$ cat src/rtl/cnt_seq_pkg.sv
// cnt_seq_pkg -- shared types and constants for the counter sequencing controller.
//   state_t      : controller states IDLE / ARMED / RUN / DONE
//   RST_*        : values every register returns to under reset
//   is_terminal  : true when the count has reached the configured limit
// Optional feature macro used by this slice: CNT_SEQ_PRESCALE_EN.
package cnt_seq_pkg;

  typedef enum logic [1:0] {
    IDLE  = 2'd0,
    ARMED = 2'd1,
    RUN   = 2'd2,
    DONE  = 2'd3
  } state_t;

  localparam state_t RST_STATE    = IDLE;
  localparam logic   RST_TICK     = 1'b0;
  localparam logic   RST_PERIODIC = 1'b0;

  // Callers widen both operands to 32 bits so one function serves any WIDTH.
  function automatic logic is_terminal(input logic [31:0] count, input logic [31:0] limit);
    return count == limit;
  endfunction

endpackage

$ cat src/rtl/cnt_seq_prescaler.sv
// cnt_seq_prescaler -- clock divider that gates the counter steps.
// Only present when CNT_SEQ_PRESCALE_EN is defined.
// Ports:
//   clk, rst_n : clock, asynchronous active-low reset
//   enable     : count prescaler cycles (controller is running)
//   reload     : force the prescaler back to 0 (not running / start / stop)
//   presc      : divide ratio minus one; a step happens every presc+1 clocks
//   step       : one-cycle pulse on the prescaler terminal cycle
`ifdef CNT_SEQ_PRESCALE_EN
module cnt_seq_prescaler #(
  parameter int PRESC_W = 4
) (
  input  logic               clk,
  input  logic               rst_n,
  input  logic               enable,
  input  logic               reload,
  input  logic [PRESC_W-1:0] presc,
  output logic               step
);

  logic [PRESC_W-1:0] cnt_q;

  assign step = enable && !reload && (cnt_q == presc);

  always_ff @(posedge clk or negedge rst_n) begin
    if (!rst_n) begin
      cnt_q <= '0;
    end else if (reload) begin
      cnt_q <= '0;
    end else if (enable) begin
      cnt_q <= step ? '0 : cnt_q + 1'b1;
    end
  end

endmodule
`endif

$ cat src/rtl/cnt_seq_ctrl.sv
// cnt_seq_ctrl -- sequencing controller for a free-running up-counter.
// Holds a terminal-count configuration, starts/stops the count and emits a
// registered one-cycle tick at every terminal count, one-shot or periodic.
// Optional feature: CNT_SEQ_PRESCALE_EN adds cfg_presc and steps the counter
// only every cfg_presc+1 clocks.
// Ports:
//   clk, reset   : clock, asynchronous active-low reset
//   cfg_valid/cfg_ready : configuration handshake
//   cfg_limit    : terminal count (period = limit+1 steps)
//   cfg_periodic : 1 = wrap and continue, 0 = one-shot
//   cfg_presc    : prescale ratio minus one (CNT_SEQ_PRESCALE_EN only)
//   start, stop  : run control; stop wins over start
//   count        : current count value
//   busy, done   : level status (RUN / DONE)
//   tick         : registered pulse at each terminal count
//   dbg_state    : current controller state
// Handshake: the configuration transfers on any rising edge where
// cfg_valid && cfg_ready; cfg_ready depends only on state (low in RUN), so the
// master may hold cfg_valid and its payload until it sees cfg_ready.
module cnt_seq_ctrl
  import cnt_seq_pkg::*;
#(
  parameter int WIDTH   = 8,
  parameter int PRESC_W = 4
) (
  input  logic               clk,
  input  logic               reset,
  input  logic               cfg_valid,
  output logic               cfg_ready,
  input  logic [WIDTH-1:0]   cfg_limit,
  input  logic               cfg_periodic,
`ifdef CNT_SEQ_PRESCALE_EN
  input  logic [PRESC_W-1:0] cfg_presc,
`endif
  input  logic               start,
  input  logic               stop,
  output logic [WIDTH-1:0]   count,
  output logic               busy,
  output logic               tick,
  output logic               done,
  output state_t             dbg_state
);

  if (WIDTH < 2) begin : g_width_chk
    $error("cnt_seq_ctrl: WIDTH must be >= 2");
  end
  if (PRESC_W < 1) begin : g_presc_chk
    $error("cnt_seq_ctrl: PRESC_W must be >= 1");
  end

  state_t           state_q, state_d;
  logic [WIDTH-1:0] count_q, count_d;
  logic [WIDTH-1:0] limit_q;
  logic             periodic_q;
  logic             tick_q, tick_d;
  logic             cfg_hs;
  logic             step;
  logic             terminal;

  assign cfg_hs = cfg_valid && (state_q != RUN);

`ifdef CNT_SEQ_PRESCALE_EN
  logic [PRESC_W-1:0] presc_q;

  always_ff @(posedge clk or negedge reset) begin
    if (!reset) begin
      presc_q <= '0;
    end else if (cfg_hs) begin
      presc_q <= cfg_presc;
    end
  end

  // Held in reload whenever not running, so every start, stop and return to
  // RUN begins a fresh prescaler period.
  cnt_seq_prescaler #(.PRESC_W(PRESC_W)) u_presc (
    .clk    (clk),
    .rst_n  (reset),
    .enable (state_q == RUN),
    .reload (state_q != RUN),
    .presc  (presc_q),
    .step   (step)
  );
`else
  assign step = 1'b1;
`endif

  assign terminal = step && is_terminal(32'(count_q), 32'(limit_q));

  always_comb begin
    state_d = state_q;
    count_d = '0;
    tick_d  = RST_TICK;
    case (state_q)
      IDLE: begin
        if (cfg_hs) state_d = ARMED;
      end
      ARMED, DONE: begin
        // A simultaneous cfg is latched below, so start runs with the new limit.
        if (stop)        state_d = ARMED;
        else if (start)  state_d = RUN;
        else if (cfg_hs) state_d = ARMED;
      end
      RUN: begin
        if (stop) begin
          state_d = ARMED;
        end else if (terminal) begin
          tick_d = 1'b1;
          if (!periodic_q) state_d = DONE;
        end else if (step) begin
          count_d = count_q + 1'b1;
        end else begin
          count_d = count_q;
        end
      end
      default: state_d = RST_STATE;
    endcase
  end

  always_ff @(posedge clk or negedge reset) begin
    if (!reset) begin
      state_q    <= RST_STATE;
      count_q    <= '0;
      tick_q     <= RST_TICK;
      limit_q    <= '0;
      periodic_q <= RST_PERIODIC;
    end else begin
      state_q <= state_d;
      count_q <= count_d;
      tick_q  <= tick_d;
      if (cfg_hs) begin
        limit_q    <= cfg_limit;
        periodic_q <= cfg_periodic;
      end
    end
  end

  assign cfg_ready = (state_q != RUN);
  assign busy      = (state_q == RUN);
  assign done      = (state_q == DONE);
  assign tick      = tick_q;
  assign count     = count_q;
  assign dbg_state = state_q;

endmodule

$ cat config.mk
export PLATFORM = sky130hd
export DESIGN_NAME = cnt_seq_ctrl
export DESIGN_NICKNAME = d
export VERILOG_FILES = /design/src/rtl/cnt_seq_pkg.sv /design/src/rtl/cnt_seq_prescaler.sv /design/src/rtl/cnt_seq_ctrl.sv
export SDC_FILE = /design/constraint.sdc
export NUM_CORES = 1
export LEC_CHECK = 0
export ABC_CLOCK_PERIOD_IN_PS = 3600
export BUFFER_PORTS_ARGS = -buffer_cell sky130_fd_sc_hd__buf_2
export CORE_AREA = 2 2 58 60
export CTS_CLUSTER_DIAMETER = 120
export DETAILED_ROUTE_END_ITERATION = 12
export DIE_AREA = 0 0 60 62
export GPL_ROUTABILITY_DRIVEN = 0
export HOLD_SLACK_MARGIN = 0.06
export SLEW_MARGIN = 20
export SYNTH_ARGS = -nofsm -noshare
export SYNTH_HDL_FRONTEND = slang
export SYNTH_HIERARCHICAL = 1
export SYNTH_SLANG_ARGS = --single-unit
$ cat constraint.sdc
create_clock -name clk -period 3.6 [get_ports clk]
set_input_delay 0.18 -clock clk [delete_from_list [all_inputs] [get_ports clk]]
set_output_delay 0.18 -clock clk [all_outputs]
set_load 0.02 [all_outputs]
---- Word-level counts from Yosys, hierarchy flattened ----
Index checks and enable logic that the tools add are counted.
word-level totals
  bits in registers ....................... 20
  bits in latches ......................... 0
  memory bits (writable) .................. 0
  bits in read-only memories .............. 0
  input bits .............................. 14
  word-level logic and storage cells ...... 30
  memories ................................ 0
cells by class
  add/sub/neg operators ................... 1
  multiply operators ...................... 0
  div/mod/pow operators ................... 0
  order comparisons ....................... 0
  equality and inequality tests ........... 7
  shift-type cells ........................ 0
  multiplexer cells ....................... 13
  bitwise operators ....................... 0
  reductions and logical operators ........ 4
operators by type and width
  operator                                                               number
  8-bit two-way mux                                                      3
  2-bit two-way mux                                                      6
  8-bit by 1-bit adder with 8-bit output, second input constant          1
  8-bit equality test                                                    1
  2-bit one-hot mux with 3 select lines                                  1
  2-bit equality test, second input constant                             2
  1-bit two-way mux                                                      3
  3-bit by 2-bit != test with 1-bit output, second input constant        1
  3-bit != test, second input constant                                   1
  2-bit by 1-bit equality test with 1-bit output, second input constant  1
  2-bit zero test                                                        1
  2-bit != test, second input constant                                   1
  2-bit AND reduction                                                    1
  2-bit OR reduction                                                     1
  1-bit logical AND                                                      1

---- Depth between registers and ports, before layout ----
  word-level depth ........................ 6
  depth in mapped cells ................... 5
  mapped depth without buffers ............ 5

---- Worst setup path after synthesis ----
Ideal clock, no wire load.
  path kind ............................... register to register
  start point ............................. register state_q[0] (netlist: dbg_state[0])
  end point ............................... register limit_q[0]
  arrival time ............................ 1,373 ps
  required time ........................... 3,475 ps
  slack ................................... 2,102 ps
  stages on the path, launching flop included .. 4
  buffers on the path ..................... 0
  cells stage by stage .................... dfrtp_1 > nand2b_1 > nand2_2 > mux2_2
between the ends
  longest elaborated chain between the ends .. 2
RTL lines
  element                 line                 source
  from (decl)             cnt_seq_ctrl.sv:51   state_t state_q, state_d;
  from (signal assigned)  cnt_seq_ctrl.sv:127  state_q <= state_d;
  2-bit != test           -
  named net cfg_ready     cnt_seq_ctrl.sv:29   output logic cfg_ready,
  1-bit logical AND       cnt_seq_ctrl.sv:60   assign cfg_hs = cfg_valid && (state_q != RUN);
  to (signal assigned)    cnt_seq_ctrl.sv:131  limit_q <= cfg_limit;
  to (decl)               cnt_seq_ctrl.sv:53   logic [WIDTH-1:0] limit_q;
The timed path passes the listed nets, and every way through them passes these cells.
A chain may end at the register's enable or synchronous reset.

---- Final worst setup path ----
  start point ............................. register count_q[3] (netlist: count[3])
  end point ............................... register count_q[7] (netlist: count[7])
between the ends
  longest elaborated chain between the ends .. 4
RTL lines
  element                                                                               line                                    source
  from (decl)                                                                           cnt_seq_ctrl.sv:52                      logic [WIDTH-1:0] count_q, count_d;
  from (signal assigned)                                                                cnt_seq_ctrl.sv:128                     count_q <= count_d;
  8-bit by 1-bit adder with 8-bit output / 8-bit equality test (equally long branches)  cnt_seq_ctrl.sv:110, cnt_seq_pkg.sv:21
  8-bit two-way mux (*)                                                                 cnt_seq_ctrl.sv:106                     end else if (terminal) begin
  8-bit two-way mux (*)                                                                 cnt_seq_ctrl.sv:104                     if (stop) begin
  8-bit two-way mux (*)                                                                 cnt_seq_ctrl.sv:93                      case (state_q)
  named net count_d[7]                                                                  cnt_seq_ctrl.sv:52
The timed path passes the listed nets; every way through them passes the cells marked *.

==> flow_metrics.tcl <==
set metrics [dict create \
    cts.reportedPaths.clkPinSlew_ns 0.12 \
    fp.dieW_um 60 \
    final_design_area_no_fill_mm2 0.00116 \
    min_period_ns 1.41 \
    holdPathStages 2 \
    final.setup.tns_ns 0 \
    clock_sink_count 20 \
    final_nets 125 \
    outcome "completed" \
    max_freq_mhz 707 \
    placement.cell_area_mm2 0.00109 \
    post_route_cells_drive_above_1_share_pct 38.5 \
    worstHoldPathType "in2reg" \
    synthToLayoutAreaGrowth_pct 29.5 \
    max_slew_margin_pct 70.1 \
    rsz_0062_raised_after_global_routing "no" \
    path_class "reg2reg" \
    floorplan.initialDensity_pct 28.3 \
    detail_route.vias_per_cell 4.33 \
    netSwitchingFraction_pct 22.7 \
    mostFrequentLayoutCell "sky130_fd_sc_hd__buf_2" \
    wire_length_of_the_first_global_routing_pass_um 2830 \
    fillers 326 \
    mappedNetlistArea_um2 900 \
    cts_hold_buf 2 \
    final_core_utilization_pct 36.6 \
    first_pass_iters 2 \
    tightestPinTransition_ns 0.449 \
    worst-endpoint-arrival_ns 1.59 \
    first_global_vias 638 \
    globalRouteOverflowTotal 0 \
    irDropWorstVdd_mv 0.188 \
    cts_max_level 1 \
    power.switching_mw 0.114 \
    post_detailed_placement_half_perimeter_wirelength_um 1380 \
    cp-start-kind "register" \
    final_hold_viol_count 0 \
    sequentialPowerShare_pct 50.6 \
    multi_input_area_um2 392 \
    power.density_mw_per_mm2 432 \
    mappedNetlistNets 91 \
    yosysUniqueCellTypes 19 \
    power.share.clock_pct 35.9 \
    n_antenna_cell 0 \
    max-cap-violations 0 \
    clock_tree_from_tritoncts "done" \
    timing.final.crit_share_pct 39.3 \
    ys_seq_area_share_pct 55.6 \
    ctsLongestPathBuffers 2 \
    intPower_mw 0.389 \
    fin_worst_skew_ns 0.0121 \
    final_cell_mix "27 x sky130_fd_sc_hd__buf_2, 20 x sky130_fd_sc_hd__dfrtp_1, 10 x sky130_fd_sc_hd__xnor2_1" \
    wl_um 1750 \
    core_region_area_mm2 0.00318 \
    grt_start_max_net_pins 21 \
    critPathCaptureType "register" \
    cts_buffers 3 \
    worstRegToRegCells 4 \
    synth_seq_cells 20 \
    cts_resized 0 \
    dieArea_mm2 0.00372 \
    number_of_setup_violations_in_the_final_report 0 \
    grt_use_total_pct 10.2 \
    seqCellArea_um2 500 \
    cp_max_fo 8 \
    std_cell_rows 21 \
    route.antenna.remaining_nets 0 \
    routed_wire_length_per_instance_um 11.3 \
    num_io_pins 28 \
    drv_slew 0 \
    initial_antenna_violation_count 0 \
    root_buffer "sky130_fd_sc_hd__clkbuf_4" \
    detailroute.via_count 671 \
    postSynthCellCount 76 \
    p_comb_share_pct 13.5 \
    pre_cts_ws_ns 2.20 \
    cts.repair_timing.setup_buffer_count 0 \
    drt_drc_violations_left 0 \
    port_buffers 27 \
    average_cell_area_after_synthesis_um2 11.8 \
    worst_skew_pair.late_latency_ns 0.30 \
    worstPathRequired_ns 3.77 \
    fp.dieH_um 62 \
    p_total_mw 0.503 \
    synth.yosys.warnings 6 \
    total_leakage_power_nw 0.542 \
    layout_setup_ws_ns 2.19 \
    drt_iter0_drc 30 \
]
[area by class of cell]
type | instances | share of cell area (%)
clock buffer | 3 | 1.93
timing repair buffer | 29 | 13.3
tap | 46 | 4.94
multi-input combinational | 54 | 33.6
inverter | 2 | 0.644
clock inverter | 1 | 2.58
sequential | 20 | 43.0
[worst paths after layout]
path / to / slack [ns] / start
setup / recovery: count[7]$_DFF_PN0_ / 2.19 / count[3]$_DFF_PN0_
hold / removal: limit_q[2]$_DFFE_PN0P_ / 0.10 / cfg_limit[2]
setup reg to reg: count[7]$_DFF_PN0_ / 2.19 / count[3]$_DFF_PN0_
hold reg to reg: periodic_q$_DFFE_PN0P_ / 0.53 / periodic_q$_DFFE_PN0P_
max in group asynchronous: count[2]$_DFF_PN0_ / 2.94 / reset
min in group asynchronous: limit_q[0]$_DFFE_PN0P_ / 0.34 / reset
[cells by family (layout without fill, tap and decap cells)]
logic type                 after synthesis  in the layout  synth area share (%)
AOI/OAI and AO/OA                        4              4                  3.06
xor gates and xnor gates                14             14                  13.6
adders and majority gates                1              1                  1.39
buffers and inverters                    2             35                 0.835
DFF                                     20             20                  55.6
muxes                                    9              9                  11.3
and+or+nand+nor                         26             26                  14.2
[registers in the layout, indices dropped and copies added (netlist names)]
name	count
periodic_q	1
limit_q	8
dbg_state	2
tick	1
count	8
[metrics by stage]
step	std cells	hold WS, ns
6_report	155	0.101
5_1_grt	155	0.0882
4_1_cts	155	0.0920
3_5_place_dp	149	0.146
3_3_place_gp	149	0.141
2_1_floorplan	76	-0.116
[power by group through the flow]
stage / logic [mW] / registers [mW] / clock network [mW]
after CTS: 0.0696 / 0.255 / 0.188
final: 0.0681 / 0.255 / 0.181
after detailed placement: 0.0676 / 0.260 / 0
after global placement: 0.0664 / 0.259 / 0
after floorplan: 0.0404 / 0.260 / 0
after global routing: 0.0770 / 0.257 / 0.199
[Yosys cell counts, drive strengths merged]
master / instances / area (um^2)
nor2: 9 / 33.8
inv: 2 / 7.51
nand2: 5 / 21.3
nand4: 3 / 18.8
xnor2: 10 / 87.6
mux2: 9 / 101
nand2b: 1 / 6.26
nand3: 2 / 10.0
or3: 1 / 6.26
a21oi: 2 / 10.0
nor4: 1 / 6.26
dfrtp: 20 / 500
ha: 1 / 12.5
o21ai: 1 / 8.76
and3: 2 / 12.5
and2: 2 / 12.5
o32ai: 1 / 8.76
xor2: 4 / 35.0
[per-layer routing]
metal / GRT usage, % / routed length (um) / share of wire (%)
met1: 12.6 / 807 / 46
met2: 17.5 / 836 / 48
met3: 2.07 / 98 / 5.6
met4: 3.81 / 6 / 0.34
met5: 0 / 0 / 0
[critical path, cell delays in order (launching register included)]
cell                      delay, ns
sky130_fd_sc_hd__dfrtp_1       0.47
sky130_fd_sc_hd__xnor2_1       0.19
sky130_fd_sc_hd__nand4_1       0.16
sky130_fd_sc_hd__o21ai_2       0.36
sky130_fd_sc_hd__nor2_1        0.10
Power figures use the tool's default switching activity.
